### src/rtl/alu_sequencer.sv
// alu_sequencer: accepts one command at a time, drives registered operands
// to an external combinational 4-bit ALU, waits a programmable number of
// settle edges, then samples the result and flags into a response.
// An accumulator holds the last sampled result and can replace operand A.
// Flag inconsistencies (Z or P disagreeing with the result) mark the
// response as erroneous and bump a saturating error counter.
module alu_sequencer #(
  parameter int unsigned SETTLE_CYCLES = 1,
  parameter logic [3:0]  ACC_INIT      = 4'h0
) (
  input  logic       clk,
  input  logic       rst_n,
  input  logic       cmd_valid,
  output logic       cmd_ready,
  input  logic [3:0] cmd_opcode,
  input  logic [3:0] cmd_a,
  input  logic [3:0] cmd_b,
  input  logic       cmd_acc,
  output logic [3:0] alu_opcode,
  output logic [3:0] alu_a,
  output logic [3:0] alu_b,
  input  logic [3:0] alu_out,
  input  logic       alu_z,
  input  logic       alu_c,
  input  logic       alu_v,
  input  logic       alu_p,
  output logic       rsp_valid,
  input  logic       rsp_ready,
  output logic [3:0] rsp_out,
  output logic [3:0] rsp_flags,
  output logic       rsp_err,
  output logic [3:0] acc,
  output logic [7:0] err_count,
  output logic       busy
);

  typedef enum logic [1:0] {
    IDLE = 2'd0,
    WAIT = 2'd1,
    RESP = 2'd2
  } state_t;

  // Counter load value: the sample happens on the edge where the counter
  // reaches zero, so loading N-1 yields exactly N edges of settling.
  localparam logic [3:0] SETTLE_LOAD = 4'(SETTLE_CYCLES - 1);

  state_t     state_reg, state_next;
  logic [3:0] cnt_reg;
  logic [3:0] alu_opcode_reg, alu_a_reg, alu_b_reg;
  logic [3:0] rsp_out_reg, rsp_flags_reg;
  logic       rsp_err_reg;
  logic [3:0] acc_reg;
  logic [7:0] err_count_reg;

  logic accept;
  logic sample;
  logic flag_err;

  assign accept = cmd_valid && (state_reg == IDLE);
  assign sample = (state_reg == WAIT) && (cnt_reg == 4'd0);

  // Parity flag must equal the XOR of the result bits and the zero flag
  // must reflect a zero result; either mismatch marks the response bad.
  assign flag_err = (alu_p != (^alu_out)) || (alu_z != (alu_out == 4'h0));

  // State register
  always_ff @(posedge clk) begin
    if (!rst_n) begin
      state_reg <= IDLE;
    end else begin
      state_reg <= state_next;
    end
  end

  // Next-state logic: accept in IDLE, settle in WAIT, handshake in RESP
  always_comb begin
    state_next = state_reg;
    case (state_reg)
      IDLE:    if (cmd_valid)  state_next = WAIT;
      WAIT:    if (cnt_reg == 4'd0) state_next = RESP;
      RESP:    if (rsp_ready)  state_next = IDLE;
      default: state_next = IDLE;
    endcase
  end

  // Handshake and status outputs decoded from the current state
  always_comb begin
    cmd_ready = (state_reg == IDLE);
    rsp_valid = (state_reg == RESP);
    busy      = (state_reg != IDLE);
  end

  // Datapath: operand capture, settle countdown, and result sampling.
  // Operands and payload only move on accept/sample edges, so they hold
  // naturally through WAIT, RESP back-pressure and IDLE.
  always_ff @(posedge clk) begin
    if (!rst_n) begin
      cnt_reg        <= 4'd0;
      alu_opcode_reg <= 4'h0;
      alu_a_reg      <= 4'h0;
      alu_b_reg      <= 4'h0;
      rsp_out_reg    <= 4'h0;
      rsp_flags_reg  <= 4'h0;
      rsp_err_reg    <= 1'b0;
      acc_reg        <= ACC_INIT;
      err_count_reg  <= 8'h00;
    end else begin
      if (accept) begin
        alu_opcode_reg <= cmd_opcode;
        alu_b_reg      <= cmd_b;
        alu_a_reg      <= cmd_acc ? acc_reg : cmd_a;
        cnt_reg        <= SETTLE_LOAD;
      end else if ((state_reg == WAIT) && (cnt_reg != 4'd0)) begin
        cnt_reg <= cnt_reg - 4'd1;
      end

      if (sample) begin
        rsp_out_reg   <= alu_out;
        rsp_flags_reg <= {alu_z, alu_c, alu_v, alu_p};
        rsp_err_reg   <= flag_err;
        acc_reg       <= alu_out;
        if (flag_err && (err_count_reg != 8'hFF)) begin
          err_count_reg <= err_count_reg + 8'd1;
        end
      end
    end
  end

  assign alu_opcode = alu_opcode_reg;
  assign alu_a      = alu_a_reg;
  assign alu_b      = alu_b_reg;
  assign rsp_out    = rsp_out_reg;
  assign rsp_flags  = rsp_flags_reg;
  assign rsp_err    = rsp_err_reg;
  assign acc        = acc_reg;
  assign err_count  = err_count_reg;

endmodule

### config.mk
export PLATFORM = sky130hd
export DESIGN_NAME = alu_sequencer
export DESIGN_NICKNAME = d
export VERILOG_FILES = /design/src/rtl/alu_sequencer.sv
export SDC_FILE = /design/constraint.sdc
export NUM_CORES = 1
export LEC_CHECK = 0
export BUFFER_PORTS_ARGS = -buffer_cell sky130_fd_sc_hd__clkbuf_2
export CORE_UTILIZATION = 30
export DETAILED_ROUTE_END_ITERATION = 10
export PLACE_DENSITY = 0.52
export SLEW_MARGIN = 25
export SYNTH_ARGS = -nofsm -noshare
export SYNTH_HDL_FRONTEND = slang
export SYNTH_SLANG_ARGS = --single-unit
### constraint.sdc
create_clock -name clk -period 3.4 [get_ports clk]
set_input_delay 0.34 -clock clk [delete_from_list [all_inputs] [get_ports clk]]
set_output_delay 0.34 -clock clk [all_outputs]
set_load 0.01 [all_outputs]
# Word-level counts from Yosys, hierarchy flattened
# Index checks and enable logic that the tools add are counted.
totals:
  reg_bits: 35
  out_inout_bits: 36
  wordCells: 39
op_classes:
  n_addsub: 2
  n_eq_ne: 8
  mux: 5
  bitwise: 1
  n_reduce_logical: 14
ops:
  columns: ["cell", "count"]
  rows:
  - ["$add 8x1->8 const B", 1]
  - ["$logic_not 4->1", 2]
  - ["$ne 8x8->1 const B", 1]
  - ["$mux 2", 3]
  - ["$pmux 2 s3", 1]
  - ["$logic_and 1x1->1", 4]
  - ["$mux 4", 1]
  - ["$ne 2x2->1 const B", 2]
  - ["$reduce_bool 4->1", 1]
  - ["$reduce_xor 4->1", 1]
  - ["$sub 4x1->4 const B", 1]
  - ["$reduce_and 3->1", 1]
  - ["$eq 2x1->1 const B", 1]
  - ["$eq 2x2->1 const B", 1]
  - ["$logic_not 2->1", 1]
  - ["$ne 1x1->1", 2]
  - ["$ne 2x1->1 const B", 1]
  - ["$reduce_and 2->1", 1]
  - ["$reduce_bool 2->1", 1]
  - ["$reduce_or 2->1", 1]
  - ["$logic_or 1x1->1", 1]
  - ["$not 1->1", 1]

# Longest topological paths before layout
depth:
  word_depth: 5
  depth_mapped: 7
  ltp_nobuf: 6

# Worst setup path after synthesis
# No wires, ideal clock.
synth_path:
  path_kind: "input to register"
  from: "in alu_out[2]"
  to: "reg err_count_reg[0] (netlist: err_count[0])"
  setup_time_ns: 0.124
  arrival_ns: 1.697
  setup_slack_ns: 1.579
  cell_stages: 7
  path_buffers: 1
  path_cell_list: "inv_1 ha_1 xor3_1 o311ai_2 buf_4 nor2_1 mux2i_1"
synth_via:
  elab_chain_len: 5
  word_cells_on_any_way: 7
  cone_classes: "eq/ne: 2; reduce/logical: 5"
synth_rtl:
  columns: ["element", "line_no", "text"]
  rows:
  - ["start: declaration", "22", "input logic [3:0] alu_out,"]
  - ["$reduce_xor 4->1 or $logic_not 4->1 (tied branches)", "64", "assign flag_err = (alu_p != (^alu_out)) || (alu_z != (alu_out == 4'h0));"]
  - ["$ne 1x1->1", "64", null]
  - ["$logic_or 1x1->1 *", "64", null]
  - ["$logic_and 1x1->1 *", "122", "if (flag_err && (err_count_reg != 8'hFF)) begin"]
  - ["$reduce_and 2->1 (no line) *", null, null]
  - ["end signal: assignment", "123", "err_count_reg <= err_count_reg + 8'd1;"]
  - ["end: declaration", "53", "logic [7:0] err_count_reg;"]
# Mark *: on every way between the ends. The rest lies on a longest branch, timed or not.
# A chain may end at the register's enable or synchronous reset.

# Final worst setup path
# Same ends and word-level chain as after synthesis.

==> results.txt <==
* Levels on crit path: 7
* Die width: around 74 µm
- Data required time at the worst endpoint: 3.58 ns
- Worst hold-check slack: around 0.27 ns
- GRT Resource Usage Total: 0.1400
* RSZ-0062 raised after global routing: no
- Top delay family on crit path: compound AO/OA/AOI/OAI gates
- DR vias/cell: 4.539
* EDFF count, synth: 0
* Transition time of the tightest slew-check pin: 0.8268 ns
- Area after DPL: 1879 µm²
- Setup total negative slack: 0 ns
- The filler cells instantiated in the layout total 501.
- Internal power summed over all cells: 0.6689 mW
- Row Count: 25
- The run finished with clean final reports.
* CTS max path bufs: 2
* Clock insertion delay at the later pin of the skew report: approximately 0.29 ns
* Clock group share of total power: 0.371
- Of the available clock period, the critical path in the final layout requires 0.5923.
- Via count of the first global-routing pass: approximately 1200
* CTS sink count: 35
- Total number of H-tree levels: 2
- Of the total power, registers draw 0.489.
* Routability congestion estimate: 0.7242
- Worst voltage drop across the vdd grid: 228.7 µV
- Cells on Worst Hold Path: 3
* Number of remaining DRC errors: 0
- The count of endpoints failing hold in the final timing report came to 0.
* Detailed-route via count: roughly 1400
* Maximum single-stage delay on the critical path: 0.70 ns
- Most instantiated library cell after synthesis: nand2_1
- Counting every net in the synthesized netlist gives 215.
- Worst hold-check path type: in -> reg
- Before CTS, the worst setup slack after placement is around 1.1 ns.
- Nets@finish: 271
* Yosys top cell area share: 0.4502
- The number of antenna diodes in the final layout is 0.
- In this run the tool buffered the top-level ports with 60 buffer cells.
* DRT iter0 DRCs: 58
- Measured against its own limit, the worst slew margin works out to 0.4479.
* Buffering stage count on the worst path with inverters included: 2
* Starting utilization of the core area: 0.3210
- Once detail routing completed, the nets flagged for antenna violations numbered 0.
* Utilization after layout: 0.4083
- The worst setup path is captured at a flop.
- The cell count after synthesis came out at around 190.
- Average size of a mapped cell: 8.368 µm²
- The first global-routing pass estimated around 5800 µm of wire.
- From synthesis to final layout, the design area changed by 27.17%.
* Post-detailed-route wirelength per cell: 11.95 µm
* Number of buffers inserted by post-CTS setup repair: 0
- After legalization and detailed placement, the total HPWL measured around 2700 µm.
* Max-Cap Viols: 0
- Unique cell type count in the Yosys netlist: 37
* Worst setup slack after layout: 1.386 ns
- Of the total power, combinational logic draws 0.140.
* Cell area power density: 458.0 nW/µm²
* Flip-flop count of the largest register, all copies and words added: 8
- Entering global routing, the biggest net connects 29 pins.
- Number of buffers added by the clock tree synthesis step: 5
- In this run the power spent charging and discharging nets is between 0.2 and 0.25 mW.
- With fillers left out, the area of the finished cells amounts to 1979 µm².
* Most frequent cells after synthesis: nand2_1, dfxtp_1, a21oi_1
- Largest fanout of any net on the critical path: 14
* Hold buffer count at cts: 0
* Category of the most critical setup path: in -> reg
- After global routing the overflow that remains totals 0.
- Critical-path cell list: clkbuf_2 > inv_1 > ha_1 > xor3_1 > o311ai_2 > nor2_1 > mux2i_1
* I/O pin total: 61
- Wire length after detailed routing: between 3000 and 4000 µm
- Area contributors post-synth: dfxtp_1, nand2_1, a21oi_1, mux2i_1, nor2_1
- Antenna violations before repair: 0
* Number of flip-flops and latches in the synthesized netlist: 35
- Part of the Yosys area used for sequential elements: 0.4502
- Register-to-register path setup slack: between 1 and 1.5 ns
* Netlist Area Pre-Place: 1556 µm²
* Std-Cell Core Area: slightly below 5000 µm²
- Post-route clock skew: 0.002235 ns
* Largest area contributor in the netlist: dfxtp_1
- Time the final worst path needs with I/O delays and setup: slightly above 2 ns
* TritonRoute pass-1 iters: 4
- CTS placed an instance of clkbuf_8 at the clock tree root.
* Fmax: 496.6 MHz
- Die area: 5480 µm²
- Net switching share of the total power: 0.2621
* Resized cells post-CTS: 0
- Of all flip-flops after synthesis, the portion carrying an async set or reset was 0.
- Critical Path Source Type: input pin
- Number of cells traversed by the worst register-to-register path: 6
- Summing all flip-flop and latch instances after layout gives 700.7 µm².
- In this run the vertical extent of the chip is 74.03 µm.
- Setup violations remaining at the end of the flow were counted as 0.
- Clock-pin slew was measured on the worst setup and hold paths at 0.07 ns.
- The slowest stage of the critical path is the o311ai_2 cell.
* Clock tree from TritonCTS: done
- Static Leakage: 0.8759 nW
- WP data arrival: 2.19 ns
* Yosys Warn Count: 0
- In the synthesized netlist the dominant register cell turns out to be dfxtp_1.
- In the final layout, the share of cells above drive strength 1 is 0.3004.
- Multi-input logic area: between 700 and 800 µm²
* Final-report max-slew violation count: 0
## power groups by stage
stage / Combinational, mW / Clock [mW] / Sequential (mW)
global placement: 0.128 / 0 / 0.453
global route: 0.143 / 0.362 / 0.446
CTS: 0.129 / 0.341 / 0.444
floorplan: 0.0724 / 0 / 0.460
finish: 0.127 / 0.336 / 0.444
detailed placement: 0.129 / 0 / 0.453
## cell families (layout without fill, tap and decap cells)
kind of cell	count (synthesis)	after routing	share of synthesized area
compound gates	37	37	0.1503
xor+xnor	4	4	0.03216
fa+ha+maj	4	4	0.03216
buf+inv	21	78	0.06350
flops	35	35	0.4502
mux	6	6	0.03859
simple gates	79	79	0.2331
## through the flow
| stage | total power [mW] | std cells |
|---|---|---|
| after floorplan | 0.5327 | 186 |
| after global placement | 0.5811 | 302 |
| after detailed placement | 0.5821 | 302 |
| after CTS | 0.9144 | 310 |
| after global routing | 0.9518 | 310 |
| final | 0.9065 | 310 |
## cells in the final DEF, fill, tap and decap left out, types with 2 or more instances in the layout
master     n
nor2b_1    3
clkbuf_2  60
o31ai_1    3
nand2b_1   2
mux2i_1    6
inv_1      9
ha_1       4
a21oi_1   22
nor3_1     2
or4_1      3
clkbuf_8   7
a211oi_1   5
xor2_1     2
dfxtp_1   35
nor2_1    15
o41ai_1    2
nand2_1   40
nand3_1    5
## per-layer routing
layer  up-vias  global-route usage  part of all wire
li1        742                   -                 -
met1       621              0.1820              0.48
met2        38              0.2131              0.45
met3         6             0.04607             0.047
met4         0             0.05769             0.017
met5         -                   0                 0
## final timing paths
path / from / to
worst min-delay path: cmd_opcode[1] / alu_opcode[1]
worst min register to register: alu_b[3] / alu_b[3]
worst max register to register: cnt_reg[0] / err_count[7]
worst max-delay path: alu_out[2] / err_count[0]
## worst min-delay path, stage by stage
cell	delay [ns]
clkbuf_2	0.08
nand2_1	0.04
a21oi_1	0.05
## layout make-up
cell class | instances | area share
Sequential cell | 35 | 0.3540
Multi-Input combinational cell | 130 | 0.3824
Clock buffer | 8 | 0.05057
Tap cell | 67 | 0.04235
Inverter | 10 | 0.01896
Timing Repair Buffer | 60 | 0.1517
No activity file was read; power rests on OpenSTA's default activity.
